File: config.mk
export PLATFORM = sky130hd
export DESIGN_NAME = dual_issue_hazard_ctrl
export DESIGN_NICKNAME = d
export VERILOG_FILES = /design/src/rtl/dual_issue_hazard_ctrl.sv
export SDC_FILE = /design/constraint.sdc
export NUM_CORES = 1
export LEC_CHECK = 0
export ABC_CLOCK_PERIOD_IN_PS = 2400
export CAP_MARGIN = 20
export CORE_MARGIN = 3
export CORE_UTILIZATION = 29
export CTS_CLUSTER_DIAMETER = 100
export DETAILED_ROUTE_END_ITERATION = 8
export PLACE_DENSITY = 0.53
export SETUP_SLACK_MARGIN = 0.02
export SLEW_MARGIN = 20
export SYNTH_ARGS = -nofsm -noshare
export SYNTH_HDL_FRONTEND = slang
export SYNTH_SLANG_ARGS = --single-unit
File: constraint.sdc
create_clock -name clk -period 2.4 [get_ports clk]
set_input_delay 0.48 -clock clk [delete_from_list [all_inputs] [get_ports clk]]
set_output_delay 0.48 -clock clk [all_outputs]
set_load 0.05 [all_outputs]
File: src/rtl/dual_issue_hazard_ctrl.sv
// Hazard and forwarding controller for the two-lane (A/B) in-order pipeline.
// Tracks in-flight destinations per lane in E and M, produces the registered
// E-stage forward selects, and sequences stall/flush for load-use, cross-lane
// RAW, multi-cycle lane-A MUL and taken branches.
//
//  state    | meaning
//  ---------+---------------------------------------------------------------
//  RUN      | normal issue; hazards and branches evaluated every cycle
//  MUL_BUSY | lane-A MUL still executing in E; F/D/E held, bubble into M
//
// W-stage producers are not tracked: the register file is write-through, so
// a producer in W is already visible to a consumer in D.
module dual_issue_hazard_ctrl #(
  parameter int MUL_LAT    = 3,
  parameter int REG_ADDR_W = 5
) (
  input  logic                  clk,
  input  logic                  reset,
  input  logic [REG_ADDR_W-1:0] Rs1A_D,
  input  logic [REG_ADDR_W-1:0] Rs2A_D,
  input  logic [REG_ADDR_W-1:0] RdA_D,
  input  logic                  RegWriteA_D,
  input  logic                  LoadA_D,
  input  logic                  MulA_D,
  input  logic [REG_ADDR_W-1:0] Rs1B_D,
  input  logic [REG_ADDR_W-1:0] Rs2B_D,
  input  logic [REG_ADDR_W-1:0] RdB_D,
  input  logic                  RegWriteB_D,
  input  logic                  LoadB_D,
  input  logic                  BranchTaken_E,
  output logic                  StallF,
  output logic                  StallD,
  output logic                  StallE,
  output logic                  FlushD,
  output logic                  FlushE,
  output logic                  FlushM,
  output logic [1:0]            ForwardA1_E,
  output logic [1:0]            ForwardA2_E,
  output logic [1:0]            ForwardB1_E,
  output logic [1:0]            ForwardB2_E
);

  typedef enum logic {RUN = 1'b0, MUL_BUSY = 1'b1} state_t;

  // The entry cycle is itself one stall cycle, so MUL_BUSY lasts MUL_LAT-2
  // cycles; with MUL_LAT==2 the entry cycle alone covers the whole stall.
  localparam int              CNT_W      = (MUL_LAT > 3) ? $clog2(MUL_LAT - 1) : 1;
  localparam logic [CNT_W-1:0] CNT_LOAD  = CNT_W'((MUL_LAT >= 2) ? (MUL_LAT - 2) : 0);
  localparam state_t          ENTRY_NEXT = (MUL_LAT > 2) ? MUL_BUSY : RUN;
  localparam logic            ENTRY_SERVED = (MUL_LAT == 2);

  localparam logic [1:0] SEL_RF = 2'b00;
  localparam logic [1:0] SEL_W  = 2'b01;
  localparam logic [1:0] SEL_M  = 2'b10;

  // tracking registers
  logic [REG_ADDR_W-1:0] r_rd_a_e, r_rd_a_m, r_rd_b_e, r_rd_b_m;
  logic                  r_rw_a_e, r_rw_a_m, r_rw_b_e, r_rw_b_m;
  logic                  r_ld_a_e, r_ld_b_e, r_mul_a_e;
  logic [1:0]            r_fa1, r_fa2, r_fb1, r_fb2;

  state_t           r_state;
  logic [CNT_W-1:0] r_cnt;
  logic             r_served;

  function automatic logic hit(input logic [REG_ADDR_W-1:0] rs,
                               input logic [REG_ADDR_W-1:0] rd,
                               input logic                  we);
    return we && (rd != '0) && (rs == rd);
  endfunction

  // same-lane matches against E and M
  logic w_a1_ae, w_a2_ae, w_a1_am, w_a2_am;
  logic w_b1_be, w_b2_be, w_b1_bm, w_b2_bm;
  logic w_load_use, w_cross, w_mul_start, w_mul_stall, w_branch, w_hz;
  logic [1:0] w_fa1, w_fa2, w_fb1, w_fb2;

  assign w_a1_ae = hit(Rs1A_D, r_rd_a_e, r_rw_a_e);
  assign w_a2_ae = hit(Rs2A_D, r_rd_a_e, r_rw_a_e);
  assign w_a1_am = hit(Rs1A_D, r_rd_a_m, r_rw_a_m);
  assign w_a2_am = hit(Rs2A_D, r_rd_a_m, r_rw_a_m);
  assign w_b1_be = hit(Rs1B_D, r_rd_b_e, r_rw_b_e);
  assign w_b2_be = hit(Rs2B_D, r_rd_b_e, r_rw_b_e);
  assign w_b1_bm = hit(Rs1B_D, r_rd_b_m, r_rw_b_m);
  assign w_b2_bm = hit(Rs2B_D, r_rd_b_m, r_rw_b_m);

  assign w_load_use = ((w_a1_ae || w_a2_ae) && r_ld_a_e) ||
                      ((w_b1_be || w_b2_be) && r_ld_b_e);

  // no forwarding path between lanes: any other-lane producer in E or M waits
  assign w_cross = hit(Rs1A_D, r_rd_b_e, r_rw_b_e) || hit(Rs2A_D, r_rd_b_e, r_rw_b_e) ||
                   hit(Rs1A_D, r_rd_b_m, r_rw_b_m) || hit(Rs2A_D, r_rd_b_m, r_rw_b_m) ||
                   hit(Rs1B_D, r_rd_a_e, r_rw_a_e) || hit(Rs2B_D, r_rd_a_e, r_rw_a_e) ||
                   hit(Rs1B_D, r_rd_a_m, r_rw_a_m) || hit(Rs2B_D, r_rd_a_m, r_rw_a_m);

  assign w_mul_start = (MUL_LAT > 1) && (r_state == RUN) && r_mul_a_e && !r_served;
  assign w_mul_stall = w_mul_start || (r_state == MUL_BUSY);
  assign w_branch    = !w_mul_stall && BranchTaken_E;
  assign w_hz        = !w_mul_stall && !BranchTaken_E && (w_load_use || w_cross);

  assign StallF = w_mul_stall || w_hz;
  assign StallD = w_mul_stall || w_hz;
  assign StallE = w_mul_stall;
  assign FlushM = w_mul_stall;
  assign FlushD = w_branch;
  assign FlushE = w_branch || w_hz;

  // E producer wins over M; a load in E cannot forward (load-use stalls instead)
  assign w_fa1 = (w_a1_ae && !r_ld_a_e) ? SEL_M : (w_a1_am ? SEL_W : SEL_RF);
  assign w_fa2 = (w_a2_ae && !r_ld_a_e) ? SEL_M : (w_a2_am ? SEL_W : SEL_RF);
  assign w_fb1 = (w_b1_be && !r_ld_b_e) ? SEL_M : (w_b1_bm ? SEL_W : SEL_RF);
  assign w_fb2 = (w_b2_be && !r_ld_b_e) ? SEL_M : (w_b2_bm ? SEL_W : SEL_RF);

  assign ForwardA1_E = r_fa1;
  assign ForwardA2_E = r_fa2;
  assign ForwardB1_E = r_fb1;
  assign ForwardB2_E = r_fb2;

  // MUL sequencing: entry stall, MUL_BUSY countdown, served flag until E moves
  always_ff @(posedge clk) begin
    if (reset) begin
      r_state  <= RUN;
      r_cnt    <= '0;
      r_served <= 1'b0;
    end else begin
      case (r_state)
        RUN: begin
          if (w_mul_start) begin
            r_state  <= ENTRY_NEXT;
            r_cnt    <= CNT_LOAD;
            r_served <= ENTRY_SERVED;
          end else begin
            r_served <= 1'b0;
          end
        end
        MUL_BUSY: begin
          if (r_cnt <= CNT_W'(1)) begin
            r_state  <= RUN;
            r_cnt    <= '0;
            r_served <= 1'b1;
          end else begin
            r_cnt <= r_cnt - CNT_W'(1);
          end
        end
        default: r_state <= RUN;
      endcase
    end
  end

  // D->E->M shift of tracking state and E-stage forward selects
  always_ff @(posedge clk) begin
    if (reset) begin
      r_rd_a_e  <= '0;  r_rw_a_e <= 1'b0; r_ld_a_e <= 1'b0; r_mul_a_e <= 1'b0;
      r_rd_b_e  <= '0;  r_rw_b_e <= 1'b0; r_ld_b_e <= 1'b0;
      r_rd_a_m  <= '0;  r_rw_a_m <= 1'b0;
      r_rd_b_m  <= '0;  r_rw_b_m <= 1'b0;
      r_fa1 <= SEL_RF; r_fa2 <= SEL_RF; r_fb1 <= SEL_RF; r_fb2 <= SEL_RF;
    end else begin
      if (!StallE) begin
        if (FlushE) begin
          r_rw_a_e <= 1'b0; r_ld_a_e <= 1'b0; r_mul_a_e <= 1'b0;
          r_rw_b_e <= 1'b0; r_ld_b_e <= 1'b0;
          r_fa1 <= SEL_RF; r_fa2 <= SEL_RF; r_fb1 <= SEL_RF; r_fb2 <= SEL_RF;
        end else begin
          r_rd_a_e <= RdA_D; r_rw_a_e <= RegWriteA_D; r_ld_a_e <= LoadA_D;
          r_mul_a_e <= MulA_D;
          r_rd_b_e <= RdB_D; r_rw_b_e <= RegWriteB_D; r_ld_b_e <= LoadB_D;
          r_fa1 <= w_fa1; r_fa2 <= w_fa2; r_fb1 <= w_fb1; r_fb2 <= w_fb2;
        end
      end
      if (FlushM) begin
        r_rw_a_m <= 1'b0;
        r_rw_b_m <= 1'b0;
      end else begin
        r_rd_a_m <= r_rd_a_e; r_rw_a_m <= r_rw_a_e;
        r_rd_b_m <= r_rd_b_e; r_rw_b_m <= r_rw_b_e;
      end
    end
  end

endmodule

==> metrics.txt <==
hold_ws 0.4447 ns; drt first pass iters 4; Syn Nets 336; Synth Instances 298; CP peak stage delay 0.54 ns; residual DRC count 0; H-tree lvl count 2; clock skew 0.006833 ns; fill cell count 853; number of synthesized register bits 37; GRT Residual Overflow 0; crit start category flop; # rows 33; maxcap violations 0; r2r setup slk 0.11 ns; detailed placer's ending HPWL 5847 um; Yosys warning count 0; Distinct cells, synth 31; share of cells above drive strength 1 0.2751; RSZ-0062 raised after global routing yes; P&R area growth vs syn 51.16%; Post-Place Cells 485; timing endpoint of the critical path StallD; PnR worst setup slack -0.2686 ns; actual slew at the worst max-slew pin 0.8634 ns; vias per inst 4.634; die height 98.34 um; Layout Nets 426; clk root buf clkbuf_8; Iter 0 DRT Violations 101; CP max FO 4; Vias 2289; Total Routing Usage GR 0.1587; Leak 0.001598 uW; worst setup path start r_rd_b_e[2]; sequential area share after synthesis 0.2996; first-pass GRT wire length 12330 um; Final ANT Viol Nets 0; critical path depth 8; initial antenna violation count 0; Worst-path clk slew 0.07 ns; Pins Over Slew Limit 0; die area 9670 um^2; Synth Cell Area 2472 um^2; Max-slew headroom 0.4223; final core area utilization 0.4526; Peak Freq 374.7 MHz; worst hold path type reg -> reg; CP max-delay cell or4_4; clk_lat worst skew 0.29 ns; R2R Path End r_rd_b_e[0]; n_diodes 0; CTS buffer count 5; CTS tree yes; commonest non-fill, non-tap cell in the layout xor2_1; port bufs 51; Tot Pwr 1784 uW; crit path DAT 2.19 ns; final wirelength 7278 um; Boundary Pins 52; Final GP Congestion 0.9291; core area 8258 um^2; part of the cycle the worst path needs 1.112; VDD IR max 0.2576 mV; Finish-stage setup viols 3; Final Hold Viols 0; number of global-route vias before repair 2455; Initial Util 0.2994; synthesized area per cell 8.297 um^2; WL/cell 14.73 um; Clock Sinks 37; CP Cell Sequence or4_4, o21ai_4, buf_6, o22ai_4, nor4_4, buf_4, o21ai_4, buf_6; Synth area leader dfxtp_1; CP top delay family simple AND/OR/NAND/NOR gates; post-synth top area share 0.2996; pin count of the biggest net entering global routing 29; failing checks negative setup slack; worst-case clock buffer depth 2; synth top area cells dfxtp_1 (30%), xor2_1 (23%), xnor2_1 (5.7%); outcome finished with violations; dpl ws -0.6225 ns; Crit Reg-Reg Startpoint r_rd_b_e[2]; Post-Layout Cell Count 494; pwr/cell area 477.3 nW/um^2; reg2reg path depth 9; Tmin final 2.669 ns; CP Class reg -> out; Die X 98.34 um; Worst Path Required 1.92 ns; CP Capture Type primary output; Bufs and invs on worst path 3; most frequent cells in the layout xor2_1 (64), buf_4 (56), dfxtp_1 (32)
## logic make-up (layout without fill, tap and decap cells)
| kind of cell | count (synthesis) | count (layout) | share of synthesized area |
|---|---|---|---|
| multiplexers | 10 | 10 | 0.04049 |
| AND/OR/NAND/NOR | 100 | 100 | 0.2126 |
| XOR/XNOR | 80 | 80 | 0.2834 |
| flip-flops | 37 | 37 | 0.2996 |
| AO/OA/AOI/OAI | 37 | 37 | 0.09919 |
| buffers and inverters | 34 | 125 | 0.06477 |
## cell usage after synthesis
| cell type | number |
|---|---|
| a32o_1 | 5 |
| inv_1 | 4 |
| o21ai_1 | 1 |
| nand4_1 | 4 |
| clkbuf_1 | 18 |
| nand2b_1 | 21 |
| o21ai_2 | 2 |
| nor2b_1 | 2 |
| nor3_1 | 18 |
| buf_4 | 2 |
| mux2i_1 | 10 |
| a21oi_1 | 11 |
| xnor2_1 | 16 |
| nor2_1 | 10 |
| nand3_1 | 4 |
| dfxtp_1 | 37 |
| or4_1 | 4 |
| a211oi_1 | 2 |
| a22oi_1 | 4 |
| nand2_2 | 1 |
| nor3b_1 | 2 |
| buf_2 | 8 |
| o31ai_1 | 4 |
| o21ai_0 | 6 |
| o22ai_1 | 2 |
| buf_6 | 2 |
| xor2_1 | 64 |
| and3_1 | 1 |
| nand2_1 | 28 |
| nor4_4 | 1 |
| or3_1 | 4 |
## report_power, final
| group | total [uW] | internal (uW) | switching [uW] |
|---|---|---|---|
| clock network | 568 | 338 | 230 |
| registers | 672 | 643 | 29.3 |
| logic | 544 | 272 | 271 |
## layer usage
metal	part of all wire	wire, um	vias up	global-route usage
li1	-	-	1164	-
met4	0.019	136	0	0.04832
met5	0	0	-	0
met1	0.46	3356	1069	0.2079
met2	0.49	3534	46	0.2637
met3	0.034	251	10	0.03071
## how the worst min path moves through the flow
| stage | start | end | slack, ns | cells after the start |
|---|---|---|---|---|
| 2_1_floorplan | r_state | r_state | 0.41 | 1 |
| 3_3_place_gp | r_state | r_state | 0.42 | 1 |
| 3_5_place_dp | r_state | r_state | 0.43 | 1 |
| 4_1_cts | r_state | r_state | 0.45 | 1 |
| 5_1_grt | r_state | r_state | 0.48 | 1 |
| 6_report | r_state | r_state | 0.44 | 1 |
## registers in the layout (all words and copies together) (netlist names)
name         cells
r_rd_a_m         5
r_mul_a_e        1
r_ld_b_e         1
r_ld_a_e         1
r_rw_a_m         1
r_rd_b_m         5
r_served         1
ForwardA2_E      2
r_rw_b_m         1
r_rw_a_e         1
ForwardA1_E      2
ForwardB2_E      2
r_rd_b_e         5
ForwardB1_E      2
r_rd_a_e         5
r_state          1
r_rw_b_e         1
## stage by stage
step	TNS, ns	area [um^2]
3_5_place_dp	-11.06	3517
5_1_grt	-1.166	3737
4_1_cts	-0.9141	3711
3_3_place_gp	-10.30	3517
6_report	-0.8000	3737
2_1_floorplan	-0.6624	2532
## what timing repair did
action / 4_1_cts / 5_1_grt
buffers inserted: 2 / 1
pin swaps: 14 / 9
hold buffers: 0 / 0
resized for setup: 43 / 11
gates cloned: 0 / 0
endpoints found under the setup margin: 26 / 18
## final cells by class
cell class | count | area [um^2] | share of cell area
clock inverter | 2 | 37.54 | 0.01004
multi-input combinational | 227 | 1705 | 0.4563
clock buffer | 6 | 82.58 | 0.02210
tap | 105 | 131.4 | 0.03515
timing repair buffer | 113 | 1018 | 0.2725
inverter | 4 | 15.01 | 0.004017
sequential | 37 | 747.0 | 0.1999
No activity file was read; power rests on OpenSTA's default activity.
